**config.mk**
```make
export PLATFORM = sky130hd
export DESIGN_NAME = dct_transpose_buffer
export DESIGN_NICKNAME = d
export VERILOG_FILES = /design/src/rtl/dct_transpose_buffer.sv
export SDC_FILE = /design/constraint.sdc
export NUM_CORES = 2
export LEC_CHECK = 0
export ABC_CLOCK_PERIOD_IN_PS = 14900
export BUFFER_PORTS_ARGS = -buffer_cell sky130_fd_sc_hd__buf_2
export CORE_UTILIZATION = 45
export CTS_CLUSTER_DIAMETER = 80
export DETAILED_ROUTE_END_ITERATION = 16
export GPL_TIMING_DRIVEN = 0
export PLACE_DENSITY_LB_ADDON = 0.12
export SLEW_MARGIN = 20
export SYNTH_ARGS = -nofsm -noshare
export SYNTH_HDL_FRONTEND = slang
export SYNTH_SLANG_ARGS = --single-unit
export TNS_END_PERCENT = 20
```
**constraint.sdc**
```tcl
create_clock -name i_clk -period 14.9 [get_ports i_clk]
set_clock_uncertainty 0.15 [all_clocks]
set_input_delay 2.98 -clock i_clk [delete_from_list [all_inputs] [get_ports i_clk]]
set_output_delay 2.98 -clock i_clk [all_outputs]
set_load 0.01 [all_outputs]
```
**src/rtl/dct_transpose_buffer.sv**
```systemverilog
// 8x8 row-to-column transpose between DCT passes, ping-pong banks; row 7 in at edge N -> col 0 out at edge N+1.
// No backpressure: accepts one row per cycle, emits eight contiguous columns per block.
module dct_transpose_buffer #(
  parameter int DW = 12
) (
  input  logic                 i_clk,
  input  logic                 i_rst,
  input  logic                 i_valid,
  input  logic                 i_sync,
  input  logic signed [DW-1:0] i_data0,
  input  logic signed [DW-1:0] i_data1,
  input  logic signed [DW-1:0] i_data2,
  input  logic signed [DW-1:0] i_data3,
  input  logic signed [DW-1:0] i_data4,
  input  logic signed [DW-1:0] i_data5,
  input  logic signed [DW-1:0] i_data6,
  input  logic signed [DW-1:0] i_data7,
  output logic                 o_valid,
  output logic [2:0]           o_col,
  output logic                 o_first,
  output logic                 o_last,
  output logic signed [DW-1:0] o_data0,
  output logic signed [DW-1:0] o_data1,
  output logic signed [DW-1:0] o_data2,
  output logic signed [DW-1:0] o_data3,
  output logic signed [DW-1:0] o_data4,
  output logic signed [DW-1:0] o_data5,
  output logic signed [DW-1:0] o_data6,
  output logic signed [DW-1:0] o_data7,
  output logic                 o_err
);

  typedef logic [7:0][DW-1:0] row_t;
  typedef enum logic {RD_IDLE, RD_STREAM} rd_state_t;

  row_t       mem [2][8];
  row_t       in_row;
  row_t       out_dat_q;

  logic       wr_bank_q;
  logic [2:0] wr_ptr_q;
  logic       handoff_vld;
  logic       pend_vld_q;
  logic       pend_bank_q;
  logic       err_q;

  rd_state_t  rd_state_q, rd_state_d;
  logic [2:0] rd_col_q, rd_col_d;
  logic       rd_bank_q, rd_bank_d;
  logic       rd_take;
  logic       emit_vld;
  logic       valid_q, first_q, last_q;

  assign in_row      = {i_data7, i_data6, i_data5, i_data4, i_data3, i_data2, i_data1, i_data0};
  // A sync row restarts the block, so it can never complete one.
  assign handoff_vld = i_valid && !i_sync && (wr_ptr_q == 3'd7);

  // Bank contents are deliberately not reset.
  always_ff @(posedge i_clk) begin
    if (i_valid && !i_rst) begin
      mem[wr_bank_q][i_sync ? 3'd0 : wr_ptr_q] <= in_row;
    end
  end

  always_ff @(posedge i_clk) begin
    if (i_rst) begin
      wr_ptr_q    <= 3'd0;
      wr_bank_q   <= 1'b0;
      err_q       <= 1'b0;
      pend_vld_q  <= 1'b0;
      pend_bank_q <= 1'b0;
    end else begin
      if (i_valid) begin
        if (i_sync) begin
          if (wr_ptr_q != 3'd0) begin
            err_q <= 1'b1;
          end
          wr_ptr_q <= 3'd1;
        end else begin
          wr_ptr_q <= wr_ptr_q + 3'd1;
          if (wr_ptr_q == 3'd7) begin
            wr_bank_q <= ~wr_bank_q;
          end
        end
      end
      if (handoff_vld) begin
        pend_vld_q  <= 1'b1;
        pend_bank_q <= wr_bank_q;
      end else if (rd_take) begin
        pend_vld_q  <= 1'b0;
      end
    end
  end

  always_comb begin
    rd_state_d = rd_state_q;
    rd_col_d   = rd_col_q;
    rd_bank_d  = rd_bank_q;
    rd_take    = 1'b0;
    emit_vld   = 1'b0;
    case (rd_state_q)
      RD_IDLE: begin
        if (pend_vld_q) begin
          rd_take = 1'b1;
        end
      end
      RD_STREAM: begin
        if (rd_col_q != 3'd7) begin
          emit_vld = 1'b1;
          rd_col_d = rd_col_q + 3'd1;
        end else if (pend_vld_q) begin
          rd_take = 1'b1;
        end else begin
          rd_state_d = RD_IDLE;
        end
      end
      default: rd_state_d = RD_IDLE;
    endcase
    // Starting a bank from either state: col 0 follows without a gap.
    if (rd_take) begin
      emit_vld   = 1'b1;
      rd_state_d = RD_STREAM;
      rd_col_d   = 3'd0;
      rd_bank_d  = pend_bank_q;
    end
  end

  always_ff @(posedge i_clk) begin
    if (i_rst) begin
      rd_state_q <= RD_IDLE;
      rd_col_q   <= 3'd0;
      rd_bank_q  <= 1'b0;
      valid_q    <= 1'b0;
      first_q    <= 1'b0;
      last_q     <= 1'b0;
      out_dat_q  <= '0;
    end else begin
      rd_state_q <= rd_state_d;
      rd_col_q   <= rd_col_d;
      rd_bank_q  <= rd_bank_d;
      valid_q    <= emit_vld;
      first_q    <= emit_vld && (rd_col_d == 3'd0);
      last_q     <= emit_vld && (rd_col_d == 3'd7);
      if (emit_vld) begin
        for (int r = 0; r < 8; r++) begin
          out_dat_q[r] <= mem[rd_bank_d][r][rd_col_d];
        end
      end
    end
  end

  assign o_valid = valid_q;
  assign o_col   = rd_col_q;
  assign o_first = first_q;
  assign o_last  = last_q;
  assign o_err   = err_q;
  assign o_data0 = out_dat_q[0];
  assign o_data1 = out_dat_q[1];
  assign o_data2 = out_dat_q[2];
  assign o_data3 = out_dat_q[3];
  assign o_data4 = out_dat_q[4];
  assign o_data5 = out_dat_q[5];
  assign o_data6 = out_dat_q[6];
  assign o_data7 = out_dat_q[7];

endmodule

```
==> impl_metrics.toml <==
[global_routing]
grt_pass1_wl_um = 300100
grt_pass1_vias = 36624
grt_remaining_overflow = 0
grt_usage_pct = 31.25
grt_max_degree = 29
antenna_found_initial = 37

[final_layout]
utilization_pct = 53.08
areaGrowthSynthToFinish_pct = 16.85
drive_gt1_share_pct = 20.33
multi_input_area_um2 = 14030
n_fill_cell = 11392
regArea_um2 = 48350
finalNetCount = 4266

[synth]
async_reset_ff_share_pct = 0
synth_cells = 3703
synth_edf_count = 1536
syn_area_um2 = 63460
yosysTopAreaCell = "edfxtp_1"
synth_flop_cell = "edfxtp_1"
netlist_top_cells_count = "1536 x edfxtp_1, 242 x mux2i_1, 204 x nand2_1"
synth_fp_nets = 3807
seq_area_frac_synth_pct = 76.19
yosys_warnings = 0
postSynthAreaPerCell_um2 = 17.14
synthTopCellsByArea = "edfxtp_1 73%, mux2i_1 3.8%, dfxtp_1 3.5%"
ys_ff_latch = 1647
synth.distinct_cells = 54
synth_most_common_cell = "edfxtp_1"
yosysTopAreaCellShare_pct = 72.69

[timing]
fin_crit_ps = 5069
final_max_slew_viol_count = 0
fmax_ghz = 0.1973
period_share_pct = 34.02
setup_viol = 0
rsz0062_at_grt = "no"
hold_viol = 0
fin_tns_setup_ps = 0
setup_slack_ps = 9831
slew_headroom_pct = 17.04
tightest_slew_ps = 1213

[clock_tree]
clock-sinks = 1647
insertion_delay_ps = 810
clock_tree.root_cell = "clkbuf_16"
clockBufferDepth = 3
cts_resized = 0
clkTransAtPathRegs_ps = 60
htreeDepth = 4
cts_tree = "yes"
hold_buffers = 0
cts_buffers = 171
postCtsSetupBuffers = 0

[floorplanning]
coreArea_um2 = 139700
dieArea_um2 = 142500
die_x_um = 377.5
ios = 203
start_util_pct = 45.42
rows = 137
die_height_um = 377.5

[worst_setup_path]
crit_path_start_kind = "input pin"
arrival_ps = 5420
worstPathMaxFanout = 22
end_kind = "flop"
worstSetupPathType = "input pin to flop"
cp.required_ps = 15250

[power]
leakage_nw = 23.84
ir_drop_v = 0.0001109
p_per_area_nw_per_um2 = 125.7

[drt]
drt_iter0_drc = 5399
routed_wl_um = 222600
routed_via_density = 6.257
first_pass_iters = 6
wl_per_cell_um = 35.99
vias = 38708
drcViolationCount = 0
antenna_left = 0

[placed_design]
io_buffers = 200
place_ws_ps = 9038
gp_congestion = 0.8829
place_hpwl_um = 144200

[flow_run]
drv_cap = 0

[outcome]
outcome = "finished, final reports clean"

[min_path]
worstHoldPathType = "flop to flop"
==> worst max-delay path, cell delays in order <==
cell,delay (ps)
clkbuf_1,380
nor3b_1,400
nand2_1,300
nor2_4,650
buf_12,280
buf_16,190
buf_12,190
==> path summary, 6_finish.rpt <==
path,start,cells after the start,slack [ps],end
worst max register to register,o_col[0],8,10080,o_data0[8]
worst min-delay path,o_err,2,330,o_err
worst max-delay path,i_rst,7,9830,mem[0][133]
worst min register to register,o_err,2,330,o_err
==> metrics by stage <==
step / power (mW) / hold slack (ps) / std cells / area, µm²
6_report: 9.320 / 328.2 / 6186 / 74150
5_1_grt: 9.525 / 332.3 / 6181 / 74140
4_1_cts: 9.353 / 325.7 / 6180 / 74120
3_5_place_dp: 5.377 / 311.5 / 5864 / 68920
3_3_place_gp: 5.371 / 303.7 / 5779 / 66810
2_1_floorplan: 5.197 / 286.6 / 3703 / 63460
==> layout by cell type (no fill, tap or decap), drive strengths merged, types with 2 or more instances in the layout <==
cell type,count
o21ai,96
buf,427
ha,4
a22oi,73
clkinv,58
a211oi,25
a31oi,74
or3,2
nor3,196
bufinv,3
mux2i,242
nand2b,5
diode,5
nand2,204
nor2b,4
nand3b,4
and3b,2
nor2,129
nand3,3
a32o,72
dfxtp,111
inv,13
clkdlybuf4s18,6
edfxtp,1536
clkbuf,373
a32oi,22
or3b,2
nor4,2
o21bai,72
o2bb2ai,45
a2111oi,96
a22o,73
mux2,118
o22ai,2
o31ai,73
a21oi,52
mux4,74
==> metal layers <==
metal | GRT usage, % | share of wire [%] | vias up | wire length [µm]
li1 | - | - | 15958 | -
met1 | 43.85 | 40 | 20293 | 89290
met2 | 48.46 | 46 | 2156 | 102600
met3 | 6.556 | 10 | 301 | 22770
met4 | 10.58 | 3.6 | 0 | 7962
met5 | 0 | 0 | - | 0
==> cells by family after synthesis <==
family | Yosys count | synth area share (%)
AO/OA/AOI/OAI | 784 | 9.344
AND/OR/NAND/NOR | 555 | 3.803
XOR/XNOR | 1 | 0.01380
multiplexers | 434 | 8.538
flip-flops | 1647 | 76.19
buffers and inverters | 278 | 2.035
adder cells (fa/ha/maj) | 4 | 0.07887
==> final cells by class <==
cell class | count | area share, %
Antenna cell | 5 | 0.01687
Tap cell | 1876 | 3.166
Clock buffer | 245 | 6.309
Timing Repair Buffer | 286 | 3.942
Sequential cell | 1647 | 65.20
Inverter | 3 | 0.01519
Buffer | 275 | 1.726
Multi-Input combinational cell | 1778 | 18.93
Clock inverter | 71 | 0.6969
==> sequential cells by signal (all words and copies together) (netlist names), 3 cells and up <==
| name | cells |
|---|---|
| o_data7 | 12 |
| wr_ptr_q | 3 |
| o_col | 3 |
| o_data1 | 12 |
| o_data2 | 12 |
| o_data3 | 12 |
| o_data6 | 12 |
| o_data5 | 12 |
| o_data0 | 12 |
| o_data4 | 12 |
| mem | 1536 |
==> where the power goes <==
part / leakage [nW] / switching, mW / internal, mW / total (mW)
clock: 2.54 / 1.79 / 2.24 / 4.04
sequential: 14.7 / 0.00428 / 5.07 / 5.08
combinational: 6.57 / 0.183 / 0.0252 / 0.209
Note: power is estimated with default switching activity, not from simulation.
